### config.mk
export PLATFORM = sky130hd
export DESIGN_NAME = adder_axi_master
export DESIGN_NICKNAME = d
export VERILOG_FILES = /design/src/rtl/adder_axi_master.sv
export SDC_FILE = /design/constraint.sdc
export NUM_CORES = 1
export LEC_CHECK = 0
export ABC_AREA = 1
export BUFFER_PORTS_ARGS = -buffer_cell sky130_fd_sc_hd__buf_2
export CORE_MARGIN = 5
export CORE_UTILIZATION = 45
export DETAILED_ROUTE_END_ITERATION = 6
export GPL_TIMING_DRIVEN = 0
export PLACE_DENSITY_LB_ADDON = 0.3
export RECOVER_POWER = 100
export SLEW_MARGIN = 20
export SYNTH_ARGS = -nofsm -noshare
export SYNTH_HDL_FRONTEND = slang
export SYNTH_SLANG_ARGS = --single-unit
### constraint.sdc
create_clock -name M_AXI_ACLK -period 1.8 [get_ports M_AXI_ACLK]
set_input_delay 0.27 -clock M_AXI_ACLK [delete_from_list [all_inputs] [get_ports M_AXI_ACLK]]
set_output_delay 0.27 -clock M_AXI_ACLK [all_outputs]
set_load 0.02 [all_outputs]
### src/rtl/adder_axi_master.sv
// ---------------------------------------------------------------------------
// adder_axi_master
//   AXI4-Lite initiator that turns single read/write commands from a simple
//   valid/ready command port into one complete AXI4-Lite transaction each.
//   One transaction outstanding at a time and no bursts. Completion is
//   reported on a one-cycle response strobe carrying read data and the
//   BRESP/RRESP code.
//
//   Optional feature macro: ADDER_AXI_MASTER_TIMEOUT_EN
//     Defined   : 16-bit watchdog counts cycles spent outside IDLE and sets
//                 the sticky o_timeout flag on reaching C_TIMEOUT_CYCLES.
//     Undefined : no watchdog, o_timeout is constant 0.
//
// Ports
//   M_AXI_ACLK, M_AXI_ARESETN   clock, asynchronous active-low reset
//   i_cmd_valid / o_cmd_ready   command handshake (ready = block idle)
//   i_cmd_write                 1 = write, 0 = read
//   i_cmd_addr/data/strb        command payload, latched on accept
//   o_rsp_valid                 one-cycle completion strobe
//   o_rsp_data                  read data (0 after a write completion)
//   o_rsp_resp                  BRESP/RRESP of the completed transaction
//   o_timeout                   sticky watchdog flag
//   M_AXI_AW*/W*/B*/AR*/R*      AXI4-Lite master channels
// ---------------------------------------------------------------------------
module adder_axi_master #(
    parameter int C_M_AXI_DATA_WIDTH = 32,
    parameter int C_M_AXI_ADDR_WIDTH = 32,
    parameter int C_TIMEOUT_CYCLES   = 1024
) (
    input  logic                            M_AXI_ACLK,
    input  logic                            M_AXI_ARESETN,

    input  logic                            i_cmd_valid,
    output logic                            o_cmd_ready,
    input  logic                            i_cmd_write,
    input  logic [C_M_AXI_ADDR_WIDTH-1:0]   i_cmd_addr,
    input  logic [C_M_AXI_DATA_WIDTH-1:0]   i_cmd_data,
    input  logic [C_M_AXI_DATA_WIDTH/8-1:0] i_cmd_strb,

    output logic                            o_rsp_valid,
    output logic [C_M_AXI_DATA_WIDTH-1:0]   o_rsp_data,
    output logic [1:0]                      o_rsp_resp,
    output logic                            o_timeout,

    output logic [C_M_AXI_ADDR_WIDTH-1:0]   M_AXI_AWADDR,
    output logic [2:0]                      M_AXI_AWPROT,
    output logic                            M_AXI_AWVALID,
    input  logic                            M_AXI_AWREADY,

    output logic [C_M_AXI_DATA_WIDTH-1:0]   M_AXI_WDATA,
    output logic [C_M_AXI_DATA_WIDTH/8-1:0] M_AXI_WSTRB,
    output logic                            M_AXI_WVALID,
    input  logic                            M_AXI_WREADY,

    input  logic [1:0]                      M_AXI_BRESP,
    input  logic                            M_AXI_BVALID,
    output logic                            M_AXI_BREADY,

    output logic [C_M_AXI_ADDR_WIDTH-1:0]   M_AXI_ARADDR,
    output logic [2:0]                      M_AXI_ARPROT,
    output logic                            M_AXI_ARVALID,
    input  logic                            M_AXI_ARREADY,

    input  logic [C_M_AXI_DATA_WIDTH-1:0]   M_AXI_RDATA,
    input  logic [1:0]                      M_AXI_RRESP,
    input  logic                            M_AXI_RVALID,
    output logic                            M_AXI_RREADY
);

    localparam int STRB_W = C_M_AXI_DATA_WIDTH / 8;

    typedef enum logic [2:0] {
        IDLE    = 3'd0,
        WR_REQ  = 3'd1,
        WR_RESP = 3'd2,
        RD_REQ  = 3'd3,
        RD_RESP = 3'd4
    } state_t;

    state_t                          state_q,     state_d;
    logic                            awvalid_q,   awvalid_d;
    logic                            wvalid_q,    wvalid_d;
    logic                            bready_q,    bready_d;
    logic                            arvalid_q,   arvalid_d;
    logic                            rready_q,    rready_d;
    logic [C_M_AXI_ADDR_WIDTH-1:0]   addr_q,      addr_d;
    logic [C_M_AXI_DATA_WIDTH-1:0]   data_q,      data_d;
    logic [STRB_W-1:0]               strb_q,      strb_d;
    logic                            rsp_valid_q, rsp_valid_d;
    logic [C_M_AXI_DATA_WIDTH-1:0]   rsp_data_q,  rsp_data_d;
    logic [1:0]                      rsp_resp_q,  rsp_resp_d;

    // -----------------------------------------------------------------------
    // State register and registered outputs
    // -----------------------------------------------------------------------
    always_ff @(posedge M_AXI_ACLK or negedge M_AXI_ARESETN) begin
        if (!M_AXI_ARESETN) begin
            state_q     <= IDLE;
            awvalid_q   <= 1'b0;
            wvalid_q    <= 1'b0;
            bready_q    <= 1'b0;
            arvalid_q   <= 1'b0;
            rready_q    <= 1'b0;
            addr_q      <= '0;
            data_q      <= '0;
            strb_q      <= '0;
            rsp_valid_q <= 1'b0;
            rsp_data_q  <= '0;
            rsp_resp_q  <= '0;
        end else begin
            state_q     <= state_d;
            awvalid_q   <= awvalid_d;
            wvalid_q    <= wvalid_d;
            bready_q    <= bready_d;
            arvalid_q   <= arvalid_d;
            rready_q    <= rready_d;
            addr_q      <= addr_d;
            data_q      <= data_d;
            strb_q      <= strb_d;
            rsp_valid_q <= rsp_valid_d;
            rsp_data_q  <= rsp_data_d;
            rsp_resp_q  <= rsp_resp_d;
        end
    end

    // -----------------------------------------------------------------------
    // Next-state and next-output logic
    // -----------------------------------------------------------------------
    always_comb begin
        state_d     = state_q;
        awvalid_d   = awvalid_q;
        wvalid_d    = wvalid_q;
        bready_d    = bready_q;
        arvalid_d   = arvalid_q;
        rready_d    = rready_q;
        addr_d      = addr_q;
        data_d      = data_q;
        strb_d      = strb_q;
        rsp_valid_d = 1'b0;
        rsp_data_d  = rsp_data_q;
        rsp_resp_d  = rsp_resp_q;

        unique case (state_q)
            IDLE: begin
                if (i_cmd_valid) begin
                    addr_d = i_cmd_addr;
                    data_d = i_cmd_data;
                    strb_d = i_cmd_strb;
                    if (i_cmd_write) begin
                        state_d   = WR_REQ;
                        awvalid_d = 1'b1;
                        wvalid_d  = 1'b1;
                    end else begin
                        state_d   = RD_REQ;
                        arvalid_d = 1'b1;
                    end
                end
            end

            WR_REQ: begin
                // AW and W retire independently; a dropped VALID marks its
                // channel as done, so the phase ends once both are low.
                if (awvalid_q && M_AXI_AWREADY) begin
                    awvalid_d = 1'b0;
                end
                if (wvalid_q && M_AXI_WREADY) begin
                    wvalid_d = 1'b0;
                end
                if (!awvalid_d && !wvalid_d) begin
                    state_d  = WR_RESP;
                    bready_d = 1'b1;
                end
            end

            WR_RESP: begin
                if (M_AXI_BVALID && bready_q) begin
                    bready_d    = 1'b0;
                    state_d     = IDLE;
                    rsp_valid_d = 1'b1;
                    rsp_resp_d  = M_AXI_BRESP;
                    rsp_data_d  = '0;
                end
            end

            RD_REQ: begin
                if (arvalid_q && M_AXI_ARREADY) begin
                    arvalid_d = 1'b0;
                    rready_d  = 1'b1;
                    state_d   = RD_RESP;
                end
            end

            RD_RESP: begin
                if (M_AXI_RVALID && rready_q) begin
                    rready_d    = 1'b0;
                    state_d     = IDLE;
                    rsp_valid_d = 1'b1;
                    rsp_resp_d  = M_AXI_RRESP;
                    rsp_data_d  = M_AXI_RDATA;
                end
            end

            default: begin
                state_d = IDLE;
            end
        endcase
    end

    // -----------------------------------------------------------------------
    // Outputs
    // -----------------------------------------------------------------------
    assign o_cmd_ready   = (state_q == IDLE);
    assign o_rsp_valid   = rsp_valid_q;
    assign o_rsp_data    = rsp_data_q;
    assign o_rsp_resp    = rsp_resp_q;

    assign M_AXI_AWADDR  = addr_q;
    assign M_AXI_AWPROT  = 3'b000;
    assign M_AXI_AWVALID = awvalid_q;
    assign M_AXI_WDATA   = data_q;
    assign M_AXI_WSTRB   = strb_q;
    assign M_AXI_WVALID  = wvalid_q;
    assign M_AXI_BREADY  = bready_q;
    assign M_AXI_ARADDR  = addr_q;
    assign M_AXI_ARPROT  = 3'b000;
    assign M_AXI_ARVALID = arvalid_q;
    assign M_AXI_RREADY  = rready_q;

    // -----------------------------------------------------------------------
    // Watchdog
    // -----------------------------------------------------------------------
`ifdef ADDER_AXI_MASTER_TIMEOUT_EN
    localparam logic [15:0] WDOG_LIMIT = 16'(C_TIMEOUT_CYCLES);

    logic [15:0] wdog_q,    wdog_d;
    logic        timeout_q, timeout_d;

    // Counting on the next state makes the register equal the number of
    // non-IDLE cycles including the current one, so the flag rises in the
    // C_TIMEOUT_CYCLES-th cycle after the accept edge.
    always_comb begin
        wdog_d    = wdog_q;
        timeout_d = timeout_q;
        if (state_d == IDLE) begin
            wdog_d = '0;
        end else if (wdog_q != WDOG_LIMIT) begin
            wdog_d = wdog_q + 16'd1;
        end
        if ((state_d != IDLE) && (wdog_d == WDOG_LIMIT)) begin
            timeout_d = 1'b1;
        end
    end

    always_ff @(posedge M_AXI_ACLK or negedge M_AXI_ARESETN) begin
        if (!M_AXI_ARESETN) begin
            wdog_q    <= '0;
            timeout_q <= 1'b0;
        end else begin
            wdog_q    <= wdog_d;
            timeout_q <= timeout_d;
        end
    end

    assign o_timeout = timeout_q;
`else
    // Watchdog not built; the limit parameter stays on the interface for
    // drop-in compatibility and folds to a constant 0 here.
    assign o_timeout = 1'b0 & (C_TIMEOUT_CYCLES != 0);
`endif

endmodule

======== After elaboration in Yosys (flattened, before gate mapping) ========
Index checks and enable logic that the tools add are counted.
word-level totals
  flip-flop bits (word level) ............. 111
  input port bits ......................... 113
  output and inout port bits .............. 148
  word-level logic and storage cells ...... 78
operators by class
  eq/ne operators ......................... 11
  mux-type cells .......................... 34
  reductions and logical operators ........ 21
operators by type and width
  operator              count
  $mux W32              2
  $pmux W32 S2          1
  $mux W1               15
  $mux W3               5
  $pmux W3 S5           1
  $ne A2 B2 Y1 const B  6
  $pmux W1 S2           6
  $reduce_and A3 Y1     4
  $reduce_bool A2 Y1    5
  $eq A3 B2 Y1 const B  2
  $logic_and A1 B1 Y1   6
  $mux W2               3
  $reduce_and A5 Y1     1
  $pmux W2 S2           1
  $reduce_and A4 Y1     1
  $eq A3 B1 Y1 const B  1
  $eq A3 B3 Y1 const B  1
  $logic_not A3 Y1      1
  $logic_not A1 Y1      2
  $ne A2 B1 Y1 const B  1
  $reduce_and A2 Y1     1

======== Longest topological paths before layout ========
  word-level depth ........................ 7
  depth in mapped cells ................... 9
  gate-level depth less buffers ........... 8

======== Worst setup path after synthesis ========
No wires, ideal clock.
  path kind ............................... register -> register
  from .................................... reg state_q[0]
  to ...................................... reg addr_q[30] (netlist: M_AXI_ARADDR[30])
  setup time .............................. 0.117 ns
  arrival ................................. 1.348 ns
  data required time ...................... 1.683 ns
  path slack .............................. 0.334 ns
  cell stages (with the launch flop) ...... 8
  path buffers ............................ 3
  path through ............................ dfrtp_1 -> buf_2 -> nor3_4 -> nand2_1 -> buf_2 -> buf_2 -> nand2_1 -> nand2_1
between the ends
  word-level cells in the longest chain between the ends .. 2
ends and longest elaborated chain
  element                      line  source
  from (decl)                  80    state_t state_q, state_d;
  from (signal assigned)       111   state_q <= state_d;
  $logic_not A3 Y1             143   unique case (state_q)
  $reduce_and A2 Y1 (no line)  --
  to (signal assigned)         117   addr_q <= addr_d;
  to (decl)                    86    logic [C_M_AXI_ADDR_WIDTH-1:0] addr_q, addr_d;
No other way between the ends.
A chain may end at the register's enable or synchronous reset.

======== Final worst setup path ========
  from .................................... reg state_q[0]
  to ...................................... out o_cmd_ready
between the ends
  word-level cells in the longest chain between the ends .. 1
ends and longest elaborated chain
  element           line  source
  $logic_not A3 Y1  212   assign o_cmd_ready = (state_q == IDLE);
  to (decl)         34    output logic o_cmd_ready,
No other way between the ends.

==> key figures <==
Routing
  – Post-Route WL: 14.23 mm
  – Initial DRC count: 284
  – Via count: 4,641
  – Post-route ant nets: 0
  – Vias per Instance: 4.799
  – Total iterations of the first detailed-routing run: 4
  – Post-route DRC: 0
  – Detailed-route wire length per cell: 14.72 um

Yosys
  – Post-synthesis cell count: 554
  – Mapped Area: 4786 um2
  – Sequential element share of the synthesized area: 58.04%
  – #FFs+latches synth: 111
  – Post-synthesis area per instance: 8.639 um2
  – Ys Warns: 0
  – Distinct cell type count after synthesis: 18

Timing
  – Final Hold Vio Count: 0
  – Minimum clock period: 1.743 ns
  – Worst Skew: 0.008226 ns
  – Unrepaired setup endpoints after global routing: yes
  – Slew Limit Headroom: 58.98%
  – Setup violations, final: 0
  – Final Cycle Share: 96.84%
  – Slew @ Worst Pin: 0.6152 ns
  – Hold slack final: 0.08724 ns
  – Worst setup margin: 0.05696 ns
  – FMAX: 0.5737 GHz
  – Final Slew Violations: 0

Worst setup path
  – Critical path fanouts, max: 10
  – FF-to-FF End: M_AXI_WDATA[3]
  – Reg2reg setup slack: 0.12 ns
  – Setup crit start kind: flop
  – RR Startpoint: state_q[0]
  – Crit end category: output pin
  – Arr. time, crit path: 1.47 ns
  – Worst Reg2Reg Path Length in Cells: 8
  – Critical path class: reg -> out
  – CP required: 1.53 ns

Clock network
  – Clock buffer depth: 2
  – CTS tree: built
  – Clock Tree Root: clkbuf_8
  – Num CTS Buffers: 9
  – Clk_lat worst skew: 0.37 ns
  – H-tree depth: 3
  – Clock sink count: 111
  – Worst-path clk slew: 0.10 ns

Die
  – Top Ports: 261
  – Placeable Area: 10,370 um2
  – Initial Util: 46.15%
  – Die ar.: 12,800 um2
  – Die span in x: 113.1 um
  – Die Y: 113.1 um
  – Row cnt: 37

Min path
  – Hold path depth: 3
  – Hold Path Class: in -> reg
  – Worst Hold Launch: M_AXI_RDATA[20]
  – WHS Endpoint: o_rsp_data[20]

Placed design
  – DP Wirelength: 10.97 mm
  – Gpl congestion: 0.8878
  – PortBufs: 252
  – Pre-CTS worst setup slack: -0.1664 ns

Finish
  – Register area: 2778 um2
  – Commonest non-fill, non-tap cell in the layout: nand2_1
  – Share of cells above drive strength 1: 22.86%
  – Area Overhead vs Synth: 31.69%
  – # nets final: 941
  – Most frequent cells in the layout: nand2_1 (229), clkbuf_1 (158), buf_2 (118), nand3_1 (112), dfrtp_1 (111)
  – Fillers: 1,001
  – Multi-input logic area: 1567 um2
  – Diodes inserted: 0

Global route
  – First-pass GRT wire length: 22.37 mm
  – Initial antenna violation count: 0
  – Vias in the first global route: 4,480
  – Largest net degree at the start of global routing: 67
  – GR Util All Layers: 21.88%
  – GRT overflow: 0

Job
  – Maxcap violations: 0

Power
  – Leak pwr: 3.494 nW
  – Pwr/cell area: 1875 nW/um2
  – Max VDD drop: 1.053 mV

Status
  – Status: completed
Yosys cell counts:
master    instances  area [um2]
inv_1             8       30.03
nor3_4            1       16.27
nand2_1         230       863.3
buf_4            39       292.8
nor2_2            1       6.260
a21oi_1           3       15.01
o21a_1            1       7.510
buf_2            13       65.06
dfrtp_1         111        2778
o21bai_1          1       7.510
nand4_2           1       12.51
nand3_1         112       560.5
clkbuf_1         20       75.07
inv_2             1       3.750
nor3_2            1       10.01
conb_1            1       3.750
o21ai_0           1       5.000
nor2_1            9       33.78
per-layer routing:
layer	GRT usage [%]	up-vias	wire, um
met5	0	-	0
met1	25.85	2158	5470
met4	10.74	0	459
met3	3.583	34	990
li1	-	2262	-
met2	38.59	187	7310
per-stage QoR:
step                      TNS [ns]  power, W  util, %  instance area [um2]  std cells
final                            0   0.01182    60.77                 6302        967
after global routing      -0.01596   0.01268    60.77                 6302        967
after CTS                        0   0.01223    62.57                 6489        967
after detailed placement    -4.082   0.01075    60.50                 6274        949
after global placement      -85.14   0.01055    60.17                 6240        948
after floorplan                  0  0.008402        -                 4808        560
worst max path at each step:
stage / slack (ns) / to / startpoint
3_3_place_gp: -0.76 / o_rsp_data[16] / M_AXI_ARESETN
2_1_floorplan: 0.33 / M_AXI_ARADDR[30] / state_q[0]
6_report: 0.06 / o_cmd_ready / state_q[0]
4_1_cts: 0.02 / o_cmd_ready / state_q[2]
5_1_grt: -0.02 / o_cmd_ready / state_q[0]
3_5_place_dp: -0.17 / M_AXI_WDATA[5] / state_q[0]
kinds of logic after synthesis:
logic type / count (synthesis) / share of synthesized area (%)
AOI/OAI and AO/OA: 6 / 0.7320
buffers and inverters: 81 / 9.751
DFF: 111 / 58.04
other: 1 / 0.07836
and+or+nand+nor: 355 / 31.40
power by group:
group | leakage (nW) | switching [W] | internal (W)
Combinational | 2.00 | 0.00418 | 0.00195
Sequential | 1.41 | 0.000746 | 0.00357
Clock | 0.0854 | 0.000800 | 0.000565
sequential cells by signal, indices dropped and copies added (netlist names):
signal and flops:
M_AXI_ARVALID 1, M_AXI_BREADY 1, o_rsp_resp 2, M_AXI_ARADDR 32
M_AXI_WSTRB 4, M_AXI_AWVALID 1, M_AXI_WVALID 1, o_rsp_data 32
M_AXI_RREADY 1, M_AXI_WDATA 32, state_q 3, o_rsp_valid 1
critical path: stages, from the launching register on:
cell and delay [ns]:
dfrtp_1 0.36, buf_2 0.17, nor3_4 0.23, clkbuf_8 0.20, buf_4 0.14
final cells by class:
type,count,share of cell area (%)
clock buffers,13,2.521
multi-input cells,368,24.86
inverters,9,0.5360
repair buffers,257,18.07
well taps,136,2.700
clock inverters,1,0.07941
plain buffers,72,7.167
flip-flops and latches,111,44.07
repair_timing:
action / CTS / global route
pin swaps: 1 / 1
hold buffers: 1 / 0
hold endpoints to repair: 45 / 0
setup buffers: 3 / 0
resized for setup: 7 / 5
setup endpoints to repair: 60 / 22
(Power assumes the default switching activity.)
